**config.mk**
```make
export PLATFORM = sky130hd
export DESIGN_NAME = prob1_sched
export DESIGN_NICKNAME = d
export VERILOG_FILES = /design/src/rtl/prob1_sched.sv
export SDC_FILE = /design/constraint.sdc
export NUM_CORES = 1
export LEC_CHECK = 0
export CORE_MARGIN = 2
export CORE_UTILIZATION = 49
export CTS_CLUSTER_DIAMETER = 80
export DETAILED_ROUTE_END_ITERATION = 8
export HOLD_SLACK_MARGIN = 0.06
export PLACE_DENSITY = 0.83
export SYNTH_ARGS = -nofsm -noshare
export SYNTH_HDL_FRONTEND = slang
export SYNTH_SLANG_ARGS = --single-unit
```
**constraint.sdc**
```tcl
create_clock -name clk -period 4.5 [get_ports clk]
set_input_delay 0.675 -clock clk [delete_from_list [all_inputs] [get_ports clk]]
set_output_delay 0.675 -clock clk [all_outputs]
set_load 0.01 [all_outputs]
```
**src/rtl/prob1_sched.sv**
```systemverilog
// prob1_sched: round-robin front end that time-shares one byte-scan counter
// datapath between two requesters.
//
// Each accepted job runs four steps. The scheduler latches the byte and
// pulses the datapath reset for one cycle. It then lets the datapath run for
// WAIT_CYC cycles and captures the count. Finally it holds that count, tagged
// with the requester id, until the consumer takes it.
//
// Ports:
//   clk, rst               clock; asynchronous active-high reset
//   reqN_valid/data/ready  requester N handshake (N = 0, 1); ready is combinational
//   dp_data, dp_rst        byte and reset pulse driven to the datapath
//   dp_count               datapath count, sampled only on the capture edge
//   res_valid/data/id      result handshake towards the consumer
//   res_ready              consumer accepts the result
//   busy                   high whenever a job is in flight
module prob1_sched #(
    parameter int unsigned DW       = 8,
    parameter int unsigned CW       = 3,
    parameter int unsigned WAIT_CYC = 10
) (
    input  logic          clk,
    input  logic          rst,
    input  logic          req0_valid,
    input  logic [DW-1:0] req0_data,
    output logic          req0_ready,
    input  logic          req1_valid,
    input  logic [DW-1:0] req1_data,
    output logic          req1_ready,
    output logic [DW-1:0] dp_data,
    output logic          dp_rst,
    input  logic [CW-1:0] dp_count,
    output logic          res_valid,
    output logic [CW-1:0] res_data,
    output logic          res_id,
    input  logic          res_ready,
    output logic          busy
);

    localparam int unsigned CntW = 8;
    localparam logic [CntW-1:0] CntLast = CntW'(WAIT_CYC - 1);

    typedef enum logic [1:0] {
        StIdle,
        StLoad,
        StRun,
        StReport
    } state_e;

    state_e          state_q, state_d;
    logic            last_grant_q, last_grant_d;
    logic            res_valid_q, res_valid_d;
    logic [CW-1:0]   res_data_q, res_data_d;
    logic            res_id_q, res_id_d;
    logic [DW-1:0]   dp_data_q, dp_data_d;
    logic [CntW-1:0] cnt_q, cnt_d;

    logic grant0, grant1;

    // A lone requester always wins. On contention, the requester that was
    // not granted last time wins.
    assign grant0 = req0_valid & (~req1_valid | last_grant_q);
    assign grant1 = req1_valid & (~req0_valid | ~last_grant_q);

    assign req0_ready = (state_q == StIdle) & grant0 & ~rst;
    assign req1_ready = (state_q == StIdle) & grant1 & ~rst;

    // The global reset also clears the datapath.
    assign dp_rst    = rst | (state_q == StLoad);
    assign busy      = (state_q != StIdle);
    assign dp_data   = dp_data_q;
    assign res_valid = res_valid_q;
    assign res_data  = res_data_q;
    assign res_id    = res_id_q;

    always_comb begin
        state_d      = state_q;
        last_grant_d = last_grant_q;
        res_valid_d  = res_valid_q;
        res_data_d   = res_data_q;
        res_id_d     = res_id_q;
        dp_data_d    = dp_data_q;
        cnt_d        = cnt_q;

        unique case (state_q)
            StIdle: begin
                if (grant0) begin
                    dp_data_d    = req0_data;
                    res_id_d     = 1'b0;
                    last_grant_d = 1'b0;
                    state_d      = StLoad;
                end else if (grant1) begin
                    dp_data_d    = req1_data;
                    res_id_d     = 1'b1;
                    last_grant_d = 1'b1;
                    state_d      = StLoad;
                end
            end
            StLoad: begin
                cnt_d   = '0;
                state_d = StRun;
            end
            StRun: begin
                cnt_d = cnt_q + 1'b1;
                if (cnt_q == CntLast) begin
                    res_data_d  = dp_count;
                    res_valid_d = 1'b1;
                    state_d     = StReport;
                end
            end
            StReport: begin
                if (res_valid_q && res_ready) begin
                    res_valid_d = 1'b0;
                    state_d     = StIdle;
                end
            end
            default: state_d = StIdle;
        endcase
    end

    always_ff @(posedge clk or posedge rst) begin
        if (rst) begin
            state_q      <= StIdle;
            last_grant_q <= 1'b1;
            res_valid_q  <= 1'b0;
            res_data_q   <= '0;
            res_id_q     <= 1'b0;
            dp_data_q    <= '0;
            cnt_q        <= '0;
        end else begin
            state_q      <= state_d;
            last_grant_q <= last_grant_d;
            res_valid_q  <= res_valid_d;
            res_data_q   <= res_data_d;
            res_id_q     <= res_id_d;
            dp_data_q    <= dp_data_d;
            cnt_q        <= cnt_d;
        end
    end

endmodule

```
==> results.cfg <==
[critical_path]
crit_path_end_kind = output pin
critPathKind = in -> out
crit_path_max_incr_delay_ps = 750
cp_common_cell = clkdlybuf4s50_1
rr_worst_depth = 5
cp_max_fo = 13
cp_num_cells = 4
start_kind = input pin
worstPathRequired_ps = 3830
cp_slowest_cell = clkdlybuf4s50_1
crit_chain = clkdlybuf4s50_1, inv_1, nor4_1, clkdlybuf4s50_1
crit_buf_inv = 3
cp_top_family = buffers and inverters
cp_data_arrival_time_ps = 2620

[floorplanning]
die_x_um = 56.2
die_h_um = 56.2
num_rows = 18
die_area_mm2 = 0.00315
initial_utilization = 0.528
core_mm2 = 0.00252
pin_count = 41

[clock_tree]
clock_sinks = 24
clk_pin_slew_worst_paths_ps = 130
cts_resized = 0
holdBufCountCts = 0
htreeDepth = 1
clkLatencyLatePin_ps = 330
post_cts_buffers = 0
root_buffer = clkbuf_4
cts_tree = yes
cts_max_path_buffers = 2
numCtsBuffers = 3

[finish]
fin_nets = 207
drive_above_1_share = 0.0743
syn2layout_area_growth_pct = 35.4
n_antenna_cell = 0
final_cells = 205

[placement]
port_buffers = 40
dpl.hpwl_mm = 2.45
pre_cts_slack_ps = 1260
placedCellCount = 201
gp_congestion = 0.807

[routing]
routed_via_density = 5.77
drc_errors = 0
vias = 1183
drtIter0Drc = 37
wl_per_cell_um = 15.7
dr.pass1.iters = 4
final_antenna_net_count = 0
wl_mm = 3.22

[timing]
final_hold_viol_count = 0
fin_crit_ps = 3300
final.setup.tns_ps = 0
rsz0062_at_grt = false
slew-limit-headroom = 0.413
fin_skew_ps = 17.1
setup_slack_ps = 1200
fmax_mhz = 303
fin_crit_sh = 0.733
worst_slew_pin_slew_ps = 879
drv_slew = 0
whs_ps = 514
finalSetupViolCount = 0

[grt]
grt_pass1_wl_mm = 5.33
grtUsageTotal = 0.213
antenna_found_initial = 0
grt_max_degree = 25
grt-ovfl-total = 0
grt_pass1_vias = 1216

[worst_hold_path]
worstHoldPathCells = 1
hold_class = reg -> reg

[job]
max-cap-violations = 0

[logic_synthesis]
ys_ff_latch = 24
ys_seq_area_frac = 0.452
syn_area_per_cell_um2 = 9.87
netlist_area_mm2 = 0.00133
yosysTopAreaCell = dfrtp_1
synth-edff-count = 0
yosys.cell_types.count = 40
syn-num-nets = 166
yosys_warnings = 0
ys_top_cells_by_area = dfrtp_1 43%, ha_1 6.6%, a31oi_1 4.7%
syn_inst = 135
synth_top_area_frac = 0.432
synth_flop_cell = dfrtp_1
async_flop_share = 1.00

[pwr]
pwr_density_cell_mw_per_mm2 = 542
peakVddDrop_mv = 0.446
leakage_nw = 0.741
total_power_w = 0.000977

[outcome]
status = finished, final reports clean
-- metrics by stage --
step           utilization  instance area [µm²]
3_5_place_dp         0.694                 1750
6_report             0.715                 1800
4_1_cts              0.715                 1800
5_1_grt              0.715                 1800
2_1_floorplan            -                 1330
3_3_place_gp         0.694                 1750
-- worst register-to-register path, cell delays in order (launching register included) --
cell	delay, ps
dfrtp_1	420
inv_1	110
ha_1	460
nand2_1	170
or4_1	520
a21oi_1	150
-- final timing paths --
path	end	slack, ps	start
worst min register to register	res_data[1]$_DFFE_PP0P_	510	res_data[1]$_DFFE_PP0P_
max in group asynchronous	res_data[2]$_DFFE_PP0P_	3060	rst
worst max register to register	cnt_q[7]$_DFFE_PP0P_	2630	state_q[0]$_DFFE_PP0P_
min in group asynchronous	res_id$_DFFE_PP0P_	890	rst
worst min-delay path	res_data[1]$_DFFE_PP0P_	510	res_data[1]$_DFFE_PP0P_
worst max-delay path	req0_ready	1200	req0_valid
-- power by group --
group	total (W)	switching (W)	internal [W]
clock	0.000161	0.0000707	0.0000902
sequential	0.000335	0.0000487	0.000286
combinational	0.000481	0.000249	0.000233
-- cell usage in the layout (no fill, tap or decap), types with 2 or more instances in the layout --
master           count
a21oi_1              6
mux2i_1              3
nand2_1              8
o31ai_1              2
o21ai_0             10
clkdlybuf4s50_1     40
nor2_1              12
mux2_1               3
a31oi_1             10
or4_1                2
nand3_1              3
dfrtp_1             23
clkbuf_4             3
nand3b_1             8
ha_1                 7
inv_1               10
-- final cells by class --
cell class | instances | area [µm²]
clock buffer | 3 | 22.5
clock inverter | 1 | 30.0
fill | 201 | 718
inverter | 10 | 37.5
multi-input combinational | 97 | 674
sequential | 24 | 602
tap | 30 | 37.5
timing repair buffer | 40 | 400
-- cells in the mapped netlist (all sizes together) (2+ instances only) --
| cell type | instances |
|---|---|
| dfrtp | 23 |
| nor2 | 12 |
| a31oi | 10 |
| inv | 10 |
| o21ai | 10 |
| nand2 | 8 |
| nand3b | 8 |
| ha | 7 |
| a21oi | 6 |
| nand3 | 4 |
| clkbuf | 3 |
| mux2 | 3 |
| mux2i | 3 |
| o31ai | 2 |
| or4 | 2 |
-- per-layer routing --
metal / GRT usage / vias to the layer above / wire [µm]
met3: 0.0302 / 9 / 138
met2: 0.373 / 37 / 1640
li1: - / 566 / -
met1: 0.264 / 571 / 1370
met4: 0.0782 / 0 / 68
met5: 0 / - / 0
-- sequential cells by signal (all words and copies together) (netlist names) --
signal        count
cnt_q             8
dp_data           8
res_data          3
state_q           2
last_grant_q      1
res_id            1
res_valid         1
-- cell families (layout without fill, tap and decap cells) --
logic type	after synthesis	count (layout)	synth area share
flops	24	24	0.452
compound gates	38	38	0.185
xor+xnor	1	1	0.00657
mux	6	6	0.0479
fa+ha+maj	7	7	0.0657
simple gates	45	45	0.201
buf+inv	14	54	0.0423
No activity file was read; power rests on OpenSTA's default activity.
